## config.mk

```make
export PLATFORM = sky130hd
export DESIGN_NAME = sockit_spi_arb_flat
export DESIGN_NICKNAME = d
export VERILOG_FILES = /design/src/rtl/sockit_spi_arb_if.sv /design/src/rtl/sockit_spi_arb.sv /design/src/flat_wrapper.sv
export SDC_FILE = /design/constraint.sdc
export NUM_CORES = 1
export LEC_CHECK = 0
export BUFFER_PORTS_ARGS = -buffer_cell sky130_fd_sc_hd__buf_2
export CAP_MARGIN = 30
export CORE_MARGIN = 10
export CORE_UTILIZATION = 38
export CTS_BUF_LIST = sky130_fd_sc_hd__clkbuf_8 sky130_fd_sc_hd__clkbuf_16
export DETAILED_ROUTE_END_ITERATION = 8
export GPL_TIMING_DRIVEN = 0
export PLACE_DENSITY_LB_ADDON = 0.2
export SETUP_SLACK_MARGIN = 0.05
export SYNTH_ARGS = -nofsm -noshare
export SYNTH_HDL_FRONTEND = slang
export SYNTH_SLANG_ARGS = --single-unit
```

## constraint.sdc

```tcl
create_clock -name clk -period 2.2 [get_ports clk]
set_input_delay 0.55 -clock clk [delete_from_list [all_inputs] [get_ports clk]]
set_output_delay 0.55 -clock clk [all_outputs]
set_load 0.005 [all_outputs]
```

## src/rtl/sockit_spi_arb_if.sv

```systemverilog
// Queue handshake bundle (request/control/data out, grant back) shared by the
// two arbiter sources and the downstream queue port.
interface sockit_spi_arb_if #(
  parameter int QCI = 4,
  parameter int QDW = 32
) ();
  logic           req;
  logic [QCI-1:0] ctl;
  logic [QDW-1:0] dat;
  logic           grt;

  modport master (output req, ctl, dat, input grt);
  modport slave  (input req, ctl, dat, output grt);
endinterface

```

## src/rtl/sockit_spi_arb.sv

```systemverilog
// Two-port per-packet arbiter in front of the SPI queue, with completed-packet counters.
// Build option: define SOCKIT_SPI_ARB_RR_EN for round-robin, otherwise port 0 has fixed priority.
module sockit_spi_arb #(
  parameter int SDW = 8,
  parameter int QCI = 4,
  parameter int QDW = 4*SDW,
  parameter int CNW = 8
) (
  input  logic                 clk,
  input  logic                 rst,
  sockit_spi_arb_if.slave      s0,
  sockit_spi_arb_if.slave      s1,
  sockit_spi_arb_if.master     que,
  output logic [1:0]           arb_own,
  input  logic                 cnt_clr,
  output logic [CNW-1:0]       cnt0,
  output logic [CNW-1:0]       cnt1
);

  // Encoding doubles as the one-hot owner status.
  typedef enum logic [1:0] {
    IDLE = 2'b00,
    OWN0 = 2'b01,
    OWN1 = 2'b10
  } state_t;

  state_t     state_reg;
  state_t     state_next;
  logic       pick1;
  logic [1:0] lst_done;

`ifdef SOCKIT_SPI_ARB_RR_EN
  // ptr_reg holds the last winner; on a tie the other port wins.
  logic ptr_reg;

  assign pick1 = s1.req & (~s0.req | ~ptr_reg);

  always_ff @(posedge clk or negedge rst) begin
    if (!rst)
      ptr_reg <= 1'b0;
    else if ((state_reg == IDLE) && (s0.req | s1.req))
      ptr_reg <= pick1;
  end
`else
  assign pick1 = s1.req & ~s0.req;
`endif

  assign lst_done[0] = (state_reg == OWN0) & s0.req & que.grt & s0.ctl[2];
  assign lst_done[1] = (state_reg == OWN1) & s1.req & que.grt & s1.ctl[2];

  always_ff @(posedge clk or negedge rst) begin
    if (!rst)
      state_reg <= IDLE;
    else
      state_reg <= state_next;
  end

  always_comb begin
    state_next = state_reg;
    case (state_reg)
      IDLE:    if (s0.req | s1.req) state_next = pick1 ? OWN1 : OWN0;
      OWN0:    if (lst_done[0]) state_next = IDLE;
      OWN1:    if (lst_done[1]) state_next = IDLE;
      default: state_next = IDLE;
    endcase
  end

  // Pure pass-through from the owner; nothing registered in the data path.
  always_comb begin
    que.req = 1'b0;
    que.ctl = '0;
    que.dat = '0;
    s0.grt  = 1'b0;
    s1.grt  = 1'b0;
    case (state_reg)
      OWN0: begin
        que.req = s0.req;
        que.ctl = s0.ctl;
        que.dat = s0.dat;
        s0.grt  = que.grt;
      end
      OWN1: begin
        que.req = s1.req;
        que.ctl = s1.ctl;
        que.dat = s1.dat;
        s1.grt  = que.grt;
      end
      default: ;
    endcase
  end

  assign arb_own = state_reg;

  // Clear dominates a same-cycle increment; counters wrap naturally.
  generate
    for (genvar gi = 0; gi < 2; gi++) begin : g_cnt
      logic [CNW-1:0] cnt_reg;

      always_ff @(posedge clk or negedge rst) begin
        if (!rst)
          cnt_reg <= '0;
        else if (cnt_clr)
          cnt_reg <= '0;
        else if (lst_done[gi])
          cnt_reg <= cnt_reg + CNW'(1);
      end
    end
  endgenerate

  assign cnt0 = g_cnt[0].cnt_reg;
  assign cnt1 = g_cnt[1].cnt_reg;

endmodule

```

## src/flat_wrapper.sv

```systemverilog
// flat-port wrapper written by rule: the top's interface ports become plain ports
module sockit_spi_arb_flat 
#(
  parameter int SDW = 8,
  parameter int QCI = 4,
  parameter int QDW = 4*SDW,
  parameter int CNW = 8
)
  (clk, rst, arb_own, cnt_clr, cnt0, cnt1, s0_req, s0_ctl, s0_dat, s0_grt, s1_req, s1_ctl, s1_dat, s1_grt, que_req, que_ctl, que_dat, que_grt);
  sockit_spi_arb_if #(.QCI(QCI), .QDW(QDW)) s0_i ();
  sockit_spi_arb_if #(.QCI(QCI), .QDW(QDW)) s1_i ();
  sockit_spi_arb_if #(.QCI(QCI), .QDW(QDW)) que_i ();
  input  logic clk;
  input  logic rst;
  output logic [1:0] arb_own;
  input  logic cnt_clr;
  output logic [CNW-1:0] cnt0;
  output logic [CNW-1:0] cnt1;
  input wire logic [$bits(s0_i.req)-1:0] s0_req;
  input wire logic [$bits(s0_i.ctl)-1:0] s0_ctl;
  input wire logic [$bits(s0_i.dat)-1:0] s0_dat;
  output wire logic [$bits(s0_i.grt)-1:0] s0_grt;
  input wire logic [$bits(s1_i.req)-1:0] s1_req;
  input wire logic [$bits(s1_i.ctl)-1:0] s1_ctl;
  input wire logic [$bits(s1_i.dat)-1:0] s1_dat;
  output wire logic [$bits(s1_i.grt)-1:0] s1_grt;
  output wire logic [$bits(que_i.req)-1:0] que_req;
  output wire logic [$bits(que_i.ctl)-1:0] que_ctl;
  output wire logic [$bits(que_i.dat)-1:0] que_dat;
  input wire logic [$bits(que_i.grt)-1:0] que_grt;
  assign s0_i.req = s0_req;
  assign s0_i.ctl = s0_ctl;
  assign s0_i.dat = s0_dat;
  assign s0_grt = s0_i.grt;
  assign s1_i.req = s1_req;
  assign s1_i.ctl = s1_ctl;
  assign s1_i.dat = s1_dat;
  assign s1_grt = s1_i.grt;
  assign que_req = que_i.req;
  assign que_ctl = que_i.ctl;
  assign que_dat = que_i.dat;
  assign que_i.grt = que_grt;
  sockit_spi_arb #(.SDW(SDW), .QCI(QCI), .QDW(QDW), .CNW(CNW)) u_core (.clk(clk), .rst(rst), .s0(s0_i), .s1(s1_i), .que(que_i), .arb_own(arb_own), .cnt_clr(cnt_clr), .cnt0(cnt0), .cnt1(cnt1));
endmodule
```

==> out/qor.tcl <==
set qor(critical-path-top-delay-family) {flip-flops}
set qor(grt_start_max_net_pins) 19
set qor(status) {finished clean}
set qor(worstPathMaxFanout) 10
set qor(maxClockFrequency_ghz) 0.471
set qor(cts_tree) {done}
set qor(globalRoute.totalOverflow) 0
set qor(synth.top_cells.by_count) {39 x a22oi_1, 38 x nor2b_1, 18 x dfrtp_1, 13 x clkbuf_1, 11 x a21oi_1}
set qor(worst_pin_slew_ns) 0.424
set qor(synth_most_common_cell) {a22oi_1}
set qor(drtIter0Drc) 63
set qor(net_count_after_synthesis) 276
set qor(postSynth.asyncResetShare_pct) 100
set qor(hold_path.class) {input pin to asynchronous set/reset pin}
set qor(r2r_setup_slack_ns) 0.39
set qor(drc_errors) 0
set qor(antenna_violating_nets_post_route) 0
set qor(reg_clk_slew_reported_paths_ns) 0.07
set qor(pin_count) 135
set qor(critPathLaunchType) {register}
set qor(synth_top_flop_cell) {dfrtp_1}
set qor(fin_skew_ns) 0.00332
set qor(grt_pass1_vias) 1924
set qor(slew_headroom_pct) 71.7
set qor(final_layout_size_suffix_gt1_share_pct) 54.1
set qor(routedWlPerCell_um) 16.9
set qor(firstDrtPassIters) 4
set qor(postSynthCellCount) 193
set qor(crit_path_max_incr_delay_ns) 0.46
set qor(cts_sinks) 18
set qor(numCtsBuffers) 3
set qor(syn-cell-area_um2) 1560
set qor(dr_total_vias) 2009
set qor(routed_wirelength_mm) 6.43
set qor(synth.avg_cell_area_um2) 8.10
set qor(maximum_root_to_sink_buffer_count) 2
set qor(synth.ff_latch_count) 18
set qor(n_antenna_cell) 0
set qor(netlist-cell-type-count) 27
set qor(worst_skew_pair.late_latency_ns) 0.25
set qor(critical_path.slowest_cell) {dfrtp_2}
set qor(yosysTopAreaCellShare_pct) 28.8
set qor(grt_usage_pct) 16.3
set qor(count_of_standard_cell_rows) 23
set qor(finalPower_mw) 2.34
set qor(place.port_buffers) 133
set qor(part_of_the_cycle_the_worst_path_needs_pct) 96.5
set qor(dp.final_hpwl_mm) 5.22
set qor(detail_route.vias_per_cell) 5.27
set qor(post-place-cells) 376
set qor(chip_height_um) 84.2
set qor(crit_buf_inv) 3
set qor(yosys_warnings) 0
set qor(synth_edf_count) 0
set qor(wire_length_of_the_first_global_routing_pass_mm) 10.0
set qor(cp-end-kind) {primary output}
set qor(fin_worst_hold_slack_ns) 0.215
set qor(p_per_area_nw_per_um2) 910
set qor(ff_latch_area_um2) 452
set qor(multi_input_area_um2) 1120
set qor(clock_tree.root_cell) {clkbuf_8}
set qor(fp.dieArea_um2) 7080
set qor(synth_area_leaders) {dfrtp_1 29%, a22oi_1 19%, nor2b_1 15%}
set qor(die_x_um) 84.2
set qor(final_core_utilization_pct) 64.2
set qor(synth.yosys.seq_area_share_pct) 28.8
set qor(critPathRequiredTime_ns) 1.65
set qor(criticalPathCategory) {register to primary output}
set qor(pins_over_slew_limit) 0
set qor(vdd_ir_drop_max_v) 0.000401
set qor(layout.nets) 416
set qor(period_minus_slack_ns) 2.12
set qor(gp_routability_congestion) 0.819
set qor(floorplan.initialDensity_pct) 39.1
set qor(fill_cells) 364
set qor(leakage_nw) 1.28
set qor(maxCapViolCount) 0
set qor(area_growth_syn_to_layout_pct) 64.3
set qor(synth_top_cell_by_area) {dfrtp_1}
set qor(core_region_area_um2) 4000
set qor(critical_path.cell_chain) {inv_4, ha_4, buf_4, a22oi_1, nor2b_1, buf_2}
set qor(htree_levels) 1
set qor(grt_antenna_before_repair) 0
set qor(cp_data_arrival_time_ns) 1.57
set qor(timing_hold_violations_final) 0
set qor(grt_setup_unrepaired) {yes}
set qor(final_setup_violations) 0
set qor(fin_cells) 381
## layout make-up
cell class / instances / area share, %
plain buffers: 16 / 5.89
clock buffers: 3 / 1.61
inverters: 6 / 0.974
multi-input cells: 151 / 43.8
flip-flops and latches: 18 / 17.6
well taps: 50 / 2.43
repair buffers: 137 / 27.8
## per-stage QoR
step	cell area [um^2]	setup TNS [ns]	worst slack, ns
after floorplan	1560	0	0.277
after global placement	2290	-0.334	-0.0502
after detailed placement	2290	-1.43	-0.0928
after CTS	2420	0	0.0547
after global routing	2570	-0.00415	-0.00415
final	2570	0	0.0779
## per-layer routing
metal	part of all wire [%]	wire [um]	vias up	GRT usage [%]
li1	-	-	991	-
met3	8.5	549	8	3.77
met1	41	2610	923	20.7
met5	0	0	-	0
met4	1.2	78	0	3.81
met2	50	3190	87	27.2
## power by group
| group | leakage, nW | switching, mW | internal (mW) |
|---|---|---|---|
| sequential | 0.248 | 0.0271 | 0.352 |
| combinational | 1.01 | 0.784 | 0.947 |
| clock | 0.0216 | 0.109 | 0.122 |
| total | 1.28 | 0.920 | 1.42 |
## placed cells by master, fill, tap and decap left out, types with 6 or more instances in the layout
master	count
dfrtp_1	17
a21oi_1	11
a22oi_1	25
buf_2	134
buf_4	10
a22oi_2	14
nand3_1	10
or3_1	6
nor2b_1	38
o21ai_0	6
nand2_1	6
## sequential cells by signal, indices dropped and copies added (netlist names)
register / cells
u_core.arb_own: 2
u_core.cnt0: 8
u_core.cnt1: 8
## final timing paths
kind,start,end,cells past startpoint
worst max-delay path,u_core.arb_own[0]$_DFFE_PN0P_,que_dat[11],6
worst min-delay path,rst,u_core.cnt1[1]$_DFFE_PN0P_,1
worst max register to register,u_core.arb_own[1]$_DFFE_PN0P_,u_core.cnt0[3]$_DFFE_PN0P_,8
worst min register to register,u_core.cnt0[7]$_DFFE_PN0P_,u_core.cnt0[7]$_DFFE_PN0P_,2
max in group asynchronous,rst,u_core.arb_own[0]$_DFFE_PN0P_,1
min in group clk,u_core.cnt0[7]$_DFFE_PN0P_,u_core.cnt0[7]$_DFFE_PN0P_,2
## logic make-up (layout without fill, tap and decap cells)
| logic type | Yosys count | count (layout) | share of synthesized area [%] |
|---|---|---|---|
| XOR/XNOR | 2 | 2 | 1.12 |
| buffers and inverters | 24 | 162 | 6.16 |
| AND/OR/NAND/NOR | 77 | 77 | 29.6 |
| multiplexers | 3 | 3 | 2.00 |
| flip-flops | 18 | 18 | 28.8 |
| AO/OA/AOI/OAI | 64 | 64 | 28.3 |
| adder cells (fa/ha/maj) | 5 | 5 | 4.00 |
## worst reg2reg max path: cells and delay by family (launching register included)
kind,cells,cell delay (ns)
AOI/OAI and AO/OA,1,0.14
DFF,1,0.39
adders and majority gates,1,0.14
buffers and inverters,4,0.56
and+or+nand+nor,2,0.50
## what timing repair did
action | CTS | global route
pin swaps | 0 | 0
setup endpoints to repair | 39 | 38
buffers inserted | 2 | 1
gates cloned | 0 | 1
resized for setup | 29 | 40
hold endpoints to repair | 0 | 0
hold buffers | 0 | 0
No activity file was read; power rests on OpenSTA's default activity.
